<file path="config.mk">
export PLATFORM = sky130hd
export DESIGN_NAME = imm_extend_arbiter_flat
export DESIGN_NICKNAME = d
export VERILOG_FILES = /design/src/rtl/imm_extend_arbiter_if.sv /design/src/rtl/imm_extend_arbiter.sv /design/src/flat_wrapper.sv
export SDC_FILE = /design/constraint.sdc
export NUM_CORES = 1
export LEC_CHECK = 0
export CAP_MARGIN = 20
export CORE_MARGIN = 2
export CORE_UTILIZATION = 42
export DETAILED_ROUTE_END_ITERATION = 8
export GPL_ROUTABILITY_DRIVEN = 1
export MAX_ROUTING_LAYER = met4
export PLACE_DENSITY = 0.92
export SYNTH_ARGS = -nofsm -noshare
export SYNTH_HDL_FRONTEND = slang
export SYNTH_SLANG_ARGS = --single-unit
</file>
<file path="constraint.sdc">
create_clock -name clk -period 3 [get_ports clk]
set_clock_uncertainty 0.05 [all_clocks]
set_input_delay 0.3 -clock clk [delete_from_list [all_inputs] [get_ports clk]]
set_output_delay 0.3 -clock clk [all_outputs]
set_load 0.05 [all_outputs]
</file>
<file path="src/rtl/imm_extend_arbiter_if.sv">
// Request/result bundle for imm_extend_arbiter.
//   req0/imm0/ack0 : requester 0 (decode ALU immediate)
//   req1/imm1/ack1 : requester 1 (branch offset)
//   out_valid/out_ready/out_data/out_src : result handshake to execute
//   busy           : arbiter holds a result
//   zext0/zext1    : per-request zero-extend select (only with IMM_ZERO_EXT_EN)
// master: requesters + consumer side; slave: the arbiter.
interface imm_extend_arbiter_if #(
    parameter int unsigned IN_W  = 22,
    parameter int unsigned OUT_W = 32
);
    logic             req0;
    logic [IN_W-1:0]  imm0;
    logic             ack0;
    logic             req1;
    logic [IN_W-1:0]  imm1;
    logic             ack1;
    logic             out_valid;
    logic             out_ready;
    logic [OUT_W-1:0] out_data;
    logic             out_src;
    logic             busy;
`ifdef IMM_ZERO_EXT_EN
    logic             zext0;
    logic             zext1;

    modport master (
        output req0, imm0, zext0, req1, imm1, zext1, out_ready,
        input  ack0, ack1, out_valid, out_data, out_src, busy
    );

    modport slave (
        input  req0, imm0, zext0, req1, imm1, zext1, out_ready,
        output ack0, ack1, out_valid, out_data, out_src, busy
    );
`else
    modport master (
        output req0, imm0, req1, imm1, out_ready,
        input  ack0, ack1, out_valid, out_data, out_src, busy
    );

    modport slave (
        input  req0, imm0, req1, imm1, out_ready,
        output ack0, ack1, out_valid, out_data, out_src, busy
    );
`endif
endinterface

</file>
<file path="src/rtl/imm_extend_arbiter.sv">
// Shared immediate extender: round-robin arbitration between two requesters,
// sign-extends the granted IN_W-bit immediate to OUT_W bits into an output
// register with a valid/ready handshake toward execute.
// Ports:
//   clk   : clock, rising edge
//   rst_n : asynchronous active-low reset
//   bus   : imm_extend_arbiter_if.slave (requests, acks, result handshake, busy)
// Optional feature macro: IMM_ZERO_EXT_EN adds zext0/zext1 so a request can
// select zero-extension instead of sign-extension.
module imm_extend_arbiter #(
    parameter int unsigned IN_W  = 22,
    parameter int unsigned OUT_W = 32
) (
    input logic                 clk,
    input logic                 rst_n,
    imm_extend_arbiter_if.slave bus
);

    localparam int unsigned EXT_W = OUT_W - IN_W;

    typedef enum logic {
        IDLE = 1'b0,
        HOLD = 1'b1
    } state_t;

    state_t           state_q, state_d;
    logic             rr_q, rr_d;
    logic             valid_q, valid_d;
    logic [OUT_W-1:0] data_q, data_d;
    logic             src_q, src_d;
    logic             ack0_q, ack0_d;
    logic             ack1_q, ack1_d;
    logic             busy_q, busy_d;

    logic             elig0;
    logic             elig1;
    logic             can_cap;
    logic             grant;
    logic             sel;
    logic [IN_W-1:0]  sel_imm;
    logic             fill;

    // State and output registers
    always_ff @(posedge clk or negedge rst_n) begin
        if (!rst_n) begin
            state_q <= IDLE;
            rr_q    <= 1'b0;
            valid_q <= 1'b0;
            data_q  <= '0;
            src_q   <= 1'b0;
            ack0_q  <= 1'b0;
            ack1_q  <= 1'b0;
            busy_q  <= 1'b0;
        end else begin
            state_q <= state_d;
            rr_q    <= rr_d;
            valid_q <= valid_d;
            data_q  <= data_d;
            src_q   <= src_d;
            ack0_q  <= ack0_d;
            ack1_q  <= ack1_d;
            busy_q  <= busy_d;
        end
    end

    // Arbitration, extension and next-state logic
    always_comb begin
        state_d = state_q;
        rr_d    = rr_q;
        valid_d = valid_q;
        data_d  = data_q;
        src_d   = src_q;
        ack0_d  = 1'b0;
        ack1_d  = 1'b0;

        // A requester whose ack is currently high has already been served;
        // its req is still visible this cycle and must not be granted again.
        elig0   = bus.req0 & ~ack0_q;
        elig1   = bus.req1 & ~ack1_q;
        can_cap = (state_q == IDLE) | bus.out_ready;
        grant   = can_cap & (elig0 | elig1);
        sel     = (elig0 & elig1) ? rr_q : elig1;
        sel_imm = sel ? bus.imm1 : bus.imm0;
`ifdef IMM_ZERO_EXT_EN
        fill    = sel_imm[IN_W-1] & ~(sel ? bus.zext1 : bus.zext0);
`else
        fill    = sel_imm[IN_W-1];
`endif

        if (grant) begin
            data_d  = {{EXT_W{fill}}, sel_imm};
            src_d   = sel;
            valid_d = 1'b1;
            ack0_d  = ~sel;
            ack1_d  = sel;
            rr_d    = ~sel;
            state_d = HOLD;
        end else if ((state_q == HOLD) && bus.out_ready) begin
            valid_d = 1'b0;
            state_d = IDLE;
        end

        busy_d = (state_d == HOLD);
    end

    assign bus.ack0      = ack0_q;
    assign bus.ack1      = ack1_q;
    assign bus.out_valid = valid_q;
    assign bus.out_data  = data_q;
    assign bus.out_src   = src_q;
    assign bus.busy      = busy_q;

endmodule

</file>
<file path="src/flat_wrapper.sv">
// flat-port wrapper written by rule: the top's interface ports become plain ports
module imm_extend_arbiter_flat 
#(
    parameter int unsigned IN_W  = 22,
    parameter int unsigned OUT_W = 32
)
  (clk, rst_n, bus_req0, bus_imm0, bus_req1, bus_imm1, bus_out_ready, bus_ack0, bus_ack1, bus_out_valid, bus_out_data, bus_out_src, bus_busy);
  imm_extend_arbiter_if #(.IN_W(IN_W), .OUT_W(OUT_W)) bus_i ();
  input logic clk;
  input logic rst_n;
  input wire logic [$bits(bus_i.req0)-1:0] bus_req0;
  input wire logic [$bits(bus_i.imm0)-1:0] bus_imm0;
  input wire logic [$bits(bus_i.req1)-1:0] bus_req1;
  input wire logic [$bits(bus_i.imm1)-1:0] bus_imm1;
  input wire logic [$bits(bus_i.out_ready)-1:0] bus_out_ready;
  output wire logic [$bits(bus_i.ack0)-1:0] bus_ack0;
  output wire logic [$bits(bus_i.ack1)-1:0] bus_ack1;
  output wire logic [$bits(bus_i.out_valid)-1:0] bus_out_valid;
  output wire logic [$bits(bus_i.out_data)-1:0] bus_out_data;
  output wire logic [$bits(bus_i.out_src)-1:0] bus_out_src;
  output wire logic [$bits(bus_i.busy)-1:0] bus_busy;
  assign bus_i.req0 = bus_req0;
  assign bus_i.imm0 = bus_imm0;
  assign bus_i.req1 = bus_req1;
  assign bus_i.imm1 = bus_imm1;
  assign bus_i.out_ready = bus_out_ready;
  assign bus_ack0 = bus_i.ack0;
  assign bus_ack1 = bus_i.ack1;
  assign bus_out_valid = bus_i.out_valid;
  assign bus_out_data = bus_i.out_data;
  assign bus_out_src = bus_i.out_src;
  assign bus_busy = bus_i.busy;
  imm_extend_arbiter #(.IN_W(IN_W), .OUT_W(OUT_W)) u_core (.clk(clk), .rst_n(rst_n), .bus(bus_i));
endmodule
</file>
==> flow_summary.toml, run 1 <==
[run_status]
outcome = "complete, no violations"

[worst_setup_path]
critPathRequiredTime_ps = 2650
crit_path_max_fanout = 12
cp-start-kind = "flip-flop"
path_cells = "clkdlybuf4s50_1"
cp.buffers_inverters = 1
path_delay_family = "buffers and inverters"
cp_slowest_cell = "clkdlybuf4s50_1"
worstSetupPathType = "flip-flop to primary output"
arrival_ps = 1650
crit_path_end_kind = "primary output"
slowest_delay_ps = 870

[pwr]
power_frac_comb_pct = 59.7
seqPwrFrac_pct = 29.1
power_density_nw_per_um2 = 757
ir_drop_mv = 0.352
p_clk_share_pct = 11.2
p_sw_share_pct = 48.4
switchingPower_uw = 874
intPower_uw = 931
p_leak_nw = 1.04

[cells_and_area]
areaGrowthSynthToFinish_pct = 49.9
final_cells = 270
drive_gt1_share_pct = 14.0
diodes = 0
multi_input_area_um2 = 556
regArea_um2 = 676
finish.instance_area_um2 = 2380
final_core_util_pct = 65.1
final_nets = 272
num-fill-cells = 288

[timing]
relSlewSlack_pct = 42.2
finalHoldWorstSlack_ps = 353
grt_setup_unrepaired = "false"
tns_ps = 0
fmax_ghz = 0.500
report.final.slew_viol_count = 0
setup_viol = 0
fin_crit_sh_pct = 66.7
hold_viol_final = 0
layout_min_cycle_time_ps = 2000
worst_pin_slew_ps = 864

[synth]
synth_fp_nets = 202
ys_seq_elements = 27
ys_warn_count = 0
post_synth_num_cell_types = 23
seq_area_frac_synth_pct = 42.5
avgSynthCellArea_um2 = 10.4
synthCells = 153
syn-cell-area_um2 = 1590

[placed_design]
gp_congestion = 0.691
placed_cell_area_um2 = 2340
hpwlAfterDp_um = 2660
portBuffers = 85
dp_cells = 266

[clock_network]
cts_made_buffers = 3
clock_sinks = 27
cts-root-buf = "clkbuf_8"
cts_buffer_depth = 2
htree_levels = 1
worstSkewPairLatency_ps = 260
cts_tree = "yes"
clk_pin_slew_ps = 90
postCtsSetupBuffers = 0
hold_buffers = 0
cts_resized = 0

[floorplan]
rows = 22
pin_count = 86
initial_core_util_pct = 43.4
core-area_um2 = 3660
die_w_um = 65.5
dieArea_um2 = 4290
die_h_um = 65.5

[routing]
drt-initial-drc-count = 29
via_per_inst = 4.93
dr.pass1.iters = 4
routed_wl_um = 3660
drc = 0
via_count = 1332
wl_per_cell_um = 13.5
ant_nets = 0

[global_route]
grt_pass1_wl_um = 6020
grt_pass1_vias = 1292
grt_max_degree = 28
antenna_found_initial = 0
grt_overflow_total = 0
grt.total_usage_pct = 18.3

[min_path]
hp-class = "input pin to async pin"

[job]
maxCapViolCount = 0
-- layout make-up --
type                       instances  area share, %
sequential                        27           28.3
clock buffer                       3           1.73
inverter                          46           7.24
clock inverter                     1          0.210
multi-input combinational         57           23.3
timing repair buffer              88           36.6
tap                               48           2.52
-- path summary, 6_finish.rpt --
path,slack (ps),to,start,depth (start not counted)
hold reg to reg,470,u_core.rr_q,u_core.rr_q,1
min in group clk,470,u_core.rr_q,u_core.rr_q,1
hold / removal,350,u_core.bus.out_data[12],rst_n,2
max in group asynchronous,2290,u_core.state_q,rst_n,2
setup / recovery,1000,bus_out_data[28],u_core.bus.out_data[21],1
setup reg to reg,1140,u_core.bus.out_data[5],u_core.state_q,3
-- synth_stat cells --
library cell  count  area (um2)
nand2_1           1        3.75
nor2_1            1        3.75
buf_6             3        33.8
nand3_4           1        17.5
and3_1            1        6.26
nand2b_1          1        6.26
o221ai_1          3        26.3
or3b_4            1        11.3
a31oi_1           1        6.26
buf_12            2        40.0
nor2b_1           1        6.26
clkbuf_1          2        7.51
dfrtp_1          27         676
nand3b_1          1        7.51
o221ai_2         19         285
buf_2             5        25.0
buf_4            11        82.6
inv_1            46         173
o21ai_1           1        5.00
a21oi_1           1        5.00
o21a_4            1        15.0
nand4_1          22         138
and2b_4           1        10.0
-- routing by layer --
| layer | routed length, um | global-route usage (%) |
|---|---|---|
| met3 | 301 | 3.08 |
| met5 | 0 | - |
| met2 | 1770 | 30.9 |
| met4 | 22 | 4.17 |
| met1 | 1560 | 23.0 |
-- stage by stage --
stage	power [mW]	setup WS (ps)
final	1.80	1000
after global routing	1.90	832
after global placement	1.60	833
after CTS	1.82	971
after detailed placement	1.62	736
after floorplan	1.32	1430
-- state kept, by name, summed over array words and instances (netlist names) --
name and cells:
u_core.bus.out_data 22, u_core.bus.ack1 1, u_core.bus.ack0 1, u_core.rr_q 1, u_core.state_q 1, u_core.bus.out_src 1
-- power groups by stage --
stage | sequential [mW] | combinational (mW) | clock, mW
floorplan | 0.854 | 0.462 | 0
global placement | 0.529 | 1.07 | 0
detailed placement | 0.530 | 1.09 | 0
CTS | 0.526 | 1.09 | 0.208
global route | 0.539 | 1.14 | 0.227
finish | 0.525 | 1.08 | 0.202
-- cells by family after synthesis --
| logic type | share of synthesized area, % |
|---|---|
| AND/OR/NAND/NOR | 13.2 |
| flip-flops | 42.5 |
| AO/OA/AOI/OAI | 21.6 |
| buffers and inverters | 22.7 |
-- layout by cell type, fill, tap and decap left out --
cell and n:
clkdlybuf4s50_1 85, inv_1 46, dfrtp_1 27, nand4_1 22, o221ai_2 19, o221ai_1 3
clkbuf_8 3, buf_4 3, nand2b_1 1, and2b_4 1, or3b_4 1, nand3_4 1
nor2b_2 1, nand3b_1 1, and3_1 1, o21a_4 1, nor2_1 1, nand2_1 1
o21ai_1 1, a21oi_1 1, a31oi_1 1, clkinv_2 1
No activity file was read; power rests on OpenSTA's default activity.
==> run 2, diff against run 1 <==
--- a/config.mk
+++ b/config.mk
@@ -7,11 +7,11 @@
 export LEC_CHECK = 0
 export CAP_MARGIN = 20
 export CORE_MARGIN = 2
-export CORE_UTILIZATION = 42
+export CORE_UTILIZATION = 35
 export DETAILED_ROUTE_END_ITERATION = 8
 export GPL_ROUTABILITY_DRIVEN = 1
 export MAX_ROUTING_LAYER = met4
-export PLACE_DENSITY = 0.92
+export PLACE_DENSITY = 0.82
 export SYNTH_ARGS = -nofsm -noshare
 export SYNTH_HDL_FRONTEND = slang
 export SYNTH_SLANG_ARGS = --single-unit
==> constraint.sdc (replaced) <==
create_clock -name clk -period 1.65 [get_ports clk]
set_clock_uncertainty 0.05 [all_clocks]
set_input_delay 0.165 -clock clk [delete_from_list [all_inputs] [get_ports clk]]
set_output_delay 0.165 -clock clk [all_outputs]
set_load 0.05 [all_outputs]
==> run 2 against run 1 <==
Effect of this change:
- critical path depth grew 3
- critical endpoint is now u_core.bus.out_data[6]
- flip-flop and latch count unchanged
- highest routed layer unchanged
- non-clock buffer count up 9
==> flow_summary.toml, run 2 (synthesis gave the netlist of run 1 again) <==
[worst_setup_path]
rr_startpoint = "u_core.bus.ack0"
crit_path_max_fanout = 10
rrSetupSlack_ps = 270
arrival_ps = 1470
slowest_delay_ps = 410
crit_path_end_kind = "flip-flop"
cp.buffers_inverters = 1
r2r_cells = 4
cp_slowest_cell = "dfrtp_1"
rr_endpoint = "u_core.bus.out_data[6]"
critPathRequiredTime_ps = 1730
cp-start-kind = "flip-flop"
path_delay_family = "simple AND/OR/NAND/NOR gates"
path_cells = "or3b_4 > nand3_4 > buf_12 > o221ai_1"
worstSetupPathType = "flip-flop to flip-flop"

[pwr]
ir_drop_mv = 0.591
p_sw_share_pct = 46.8
switchingPower_mw = 1.67
p_leak_nw = 1.19
intPower_mw = 1.90
power_density_nw_per_um2 = 1390
power_frac_comb_pct = 62.8
p_clk_share_pct = 10.3
seqPwrFrac_pct = 26.9
total_power_mw = 3.57

[floorplan]
pin_count = 86
die_h_um = 71.4
die_w_um = 71.4
initial_core_util_pct = 36.5
rows = 24
core-area_um2 = 4350
dieArea_um2 = 5100

[clock_network]
clk_pin_slew_ps = 90
cts-root-buf = "clkbuf_8"
clock_sinks = 27
hold_buffers = 0
htree_levels = 1
cts_resized = 0
cts_made_buffers = 3
worstSkewPairLatency_ps = 260
cts_tree = "yes"
postCtsSetupBuffers = 0
cts_buffer_depth = 2

[timing]
grt_setup_unrepaired = "false"
report.final.slew_viol_count = 0
fmax_ghz = 0.722
setup_viol = 0
tns_ps = 0
relSlewSlack_pct = 76.1
worst_pin_slew_ps = 358
hold_viol_final = 0
layout_min_cycle_time_ps = 1380
fin_crit_sh_pct = 83.9
worst_slack_ps = 266

[global_route]
grt.total_usage_pct = 17.4
grt_overflow_total = 0
grt_max_degree = 28
grt_pass1_vias = 1419
grt_pass1_wl_um = 6960
antenna_found_initial = 0

[routing]
drt-initial-drc-count = 75
via_count = 1399
routed_wl_um = 4120
via_per_inst = 4.94
ant_nets = 0
wl_per_cell_um = 14.5
dr.pass1.iters = 6
drc = 0

[cells_and_area]
final_core_util_pct = 58.9
areaGrowthSynthToFinish_pct = 61.1
final_cell_mix = "48 x clkdlybuf4s50_1, 46 x inv_1, 33 x buf_4"
mostFrequentLayoutCell = "clkdlybuf4s50_1"
final_nets = 281
largest_register_ffs = 22
diodes = 0
drive_gt1_share_pct = 32.9

[placed_design]
gp_congestion = 0.744
portBuffers = 85
post-place-ws_ps = 46.9
hpwlAfterDp_um = 3170

[min_path]
hp-class = "input pin to async pin"

[run_status]
outcome = "complete, no violations"

[job]
maxCapViolCount = 0
-- run 2: final cells by class --
class                      count  area [um2]
clock buffer                   4        45.0
fill                         360        1790
inverter                      46         173
multi-input combinational     57         556
timing repair buffer          97        1050
sequential                    27         676
tap                           52        65.1
-- run 2: worst max-delay path by stage --
stage                     from  depth (start not counted)  slack, ps                      end
2_1_floorplan  u_core.bus.ack0                          4         80  u_core.bus.out_data[10]
3_3_place_gp          bus_req0                          5         80  u_core.bus.out_data[10]
3_5_place_dp          bus_req0                          5         50   u_core.bus.out_data[6]
4_1_cts        u_core.bus.ack0                          4        250   u_core.bus.out_data[6]
5_1_grt        u_core.bus.ack0                          4        200   u_core.bus.out_data[6]
6_report       u_core.bus.ack0                          4        270   u_core.bus.out_data[6]
-- run 2: per-layer routing --
layer,track usage [%],vias up,wire length [um]
met2,28.8,66,2030
met3,2.95,4,308
met4,2.94,0,28
met5,-,-,0
li1,-,668,-
met1,23.0,661,1750
-- run 2: power by group through the flow --
stage          clock (mW)  combinational, mW  sequential (mW)
3_3_place_gp            0               2.22            0.965
5_1_grt             0.398               2.35            0.986
4_1_cts             0.379               2.26            0.961
3_5_place_dp            0               2.26            0.972
6_report            0.366               2.24            0.961
2_1_floorplan           0              0.840             1.55
-- run 2: stage by stage --
step / instances / hold slack [ps] / instance area, um2
final: 283 / 225 / 2560
after CTS: 283 / 235 / 2560
after global placement: 279 / 448 / 2520
after detailed placement: 279 / 472 / 2520
after floorplan: 153 / -181 / 1590
after global routing: 283 / 250 / 2560
==> run 3, diff against run 2 <==
==> constraint.sdc (replaced) <==
create_clock -name clk -period 1.2 [get_ports clk]
set_clock_uncertainty 0.05 [all_clocks]
set_input_delay 0.12 -clock clk [delete_from_list [all_inputs] [get_ports clk]]
set_output_delay 0.12 -clock clk [all_outputs]
set_load 0.05 [all_outputs]
==> run 3 against run 2 <==
Effect of this change:
- the run now ends with negative setup slack left
- worst setup slack worse by 400 ps
- non-clock buffer count up 7
- die area unchanged
- highest routed layer unchanged
==> flow_summary.toml, run 3 (synthesis gave the netlist of run 1 again) <==
[timing]
worst_slack_ps = -135
layout_min_cycle_time_ps = 1340
fin_crit_sh_pct = 111
fmax_ghz = 0.749
report.final.slew_viol_count = 0
worst_pin_slew_ps = 271
tns_ps = -3670
relSlewSlack_pct = 81.9
hold_viol_final = 0
grt_setup_unrepaired = "true"
finalHoldWorstSlack_ps = 144
setup_viol = 36

[floorplan]
initial_core_util_pct = 36.5
pin_count = 86
rows = 24
die_h_um = 71.4
dieArea_um2 = 5100
die_w_um = 71.4
core-area_um2 = 4350

[worst_setup_path]
rr_startpoint = "u_core.bus.ack0"
r2r_cells = 4
path_cells = "or3b_4 > nand3_4 > buf_12 > o221ai_2"
endpoint = "u_core.bus.out_data[2]"
rrSetupSlack_ps = -140
critPathRequiredTime_ps = 1310
path_delay_family = "simple AND/OR/NAND/NOR gates"
arrival_ps = 1450
crit_path_max_fanout = 13
critPathLaunch = "u_core.bus.ack0"
cp_slowest_cell = "dfrtp_2"
worstSetupPathType = "flip-flop to flip-flop"
rr_endpoint = "u_core.bus.out_data[2]"
cp.buffers_inverters = 1
slowest_delay_ps = 420
cp-start-kind = "flip-flop"
crit_path_end_kind = "flip-flop"
path_depth = 4

[pwr]
power_density_nw_per_um2 = 1910
total_power_mw = 5.76
ir_drop_mv = 0.795
p_leak_nw = 1.34

[placed_design]
gp_congestion = 0.749
hpwlAfterDp_um = 3290
post-place-ws_ps = -372
portBuffers = 85

[cells_and_area]
num-fill-cells = 305
drive_gt1_share_pct = 38.7
final_nets = 288
diodes = 0
mostFrequentLayoutCell = "clkdlybuf4s50_1"
largest_register_ffs = 22
final_core_util_pct = 69.1
final_cell_mix = "48 x clkdlybuf4s50_1, 45 x inv_1, 42 x buf_12"
areaGrowthSynthToFinish_pct = 89.2

[clock_network]
cts_tree = "yes"
htree_levels = 1
clk_pin_slew_ps = 100
clock_sinks = 27
cts_made_buffers = 3
cts-root-buf = "clkbuf_8"
cts_buffer_depth = 2
worstSkewPairLatency_ps = 270

[min_path]
hp-class = "input pin to async pin"

[global_route]
grt_max_degree = 28
grt.total_usage_pct = 18.5
grt_pass1_wl_um = 7250
grt_overflow_total = 0
grt_pass1_vias = 1558
antenna_found_initial = 0

[job]
maxCapViolCount = 0

[routing]
wl_per_cell_um = 14.7
via_count = 1414
routed_wl_um = 4260
dr.pass1.iters = 4
via_per_inst = 4.88
drc = 0
drt-initial-drc-count = 24
ant_nets = 0

[run_status]
outcome = "finished, violations left"
violations = "negative setup slack"
## run 3: final cells by class
| class | instances | area [um2] | share of cell area [%] |
|---|---|---|---|
| Tap cell | 52 | 65.1 | 2.16 |
| Inverter | 46 | 173 | 5.74 |
| Sequential cell | 27 | 683 | 22.7 |
| Clock buffer | 3 | 41.3 | 1.37 |
| Multi-Input combinational cell | 57 | 579 | 19.3 |
| Clock inverter | 1 | 7.51 | 0.249 |
| Timing Repair Buffer | 104 | 1460 | 48.5 |
## run 3: worst min path at each step
stage           from                endpoint  cells after the start
3_5_place_dp   rst_n  u_core.bus.out_data[3]                      2
3_3_place_gp   rst_n          u_core.state_q                      2
2_1_floorplan  rst_n         u_core.bus.ack0                      0
6_report       rst_n  u_core.bus.out_data[3]                      2
4_1_cts        rst_n  u_core.bus.out_data[2]                      2
5_1_grt        rst_n  u_core.bus.out_data[2]                      2
## run 3: repair_timing
action,4_1_cts,5_1_grt
resized for setup,11,3
hold buffers,0,0
pin swaps,0,0
setup endpoints to repair,38,38
setup buffers,3,0
## run 3: power by group
group,internal (mW),total [mW],switching (mW),leakage (nW)
Sequential,1.16,1.43,0.268,0.326
Combinational,1.88,3.79,1.91,0.993
Clock,0.236,0.544,0.308,0.0217
Total,3.27,5.76,2.49,1.34
## run 3: metal layers
layer,routed length (um),GRT usage (%),vias to the layer above
met2,2160,32.0,63
li1,-,-,686
met1,1800,23.0,661
met5,0,-,-
met3,260,2.95,4
met4,32,3.77,0
## run 3: through the flow
stage | instances | area, um2
after detailed placement | 283 | 2880
after floorplan | 153 | 1610
after CTS | 290 | 3000
after global routing | 290 | 3010
final | 290 | 3010
after global placement | 283 | 2880
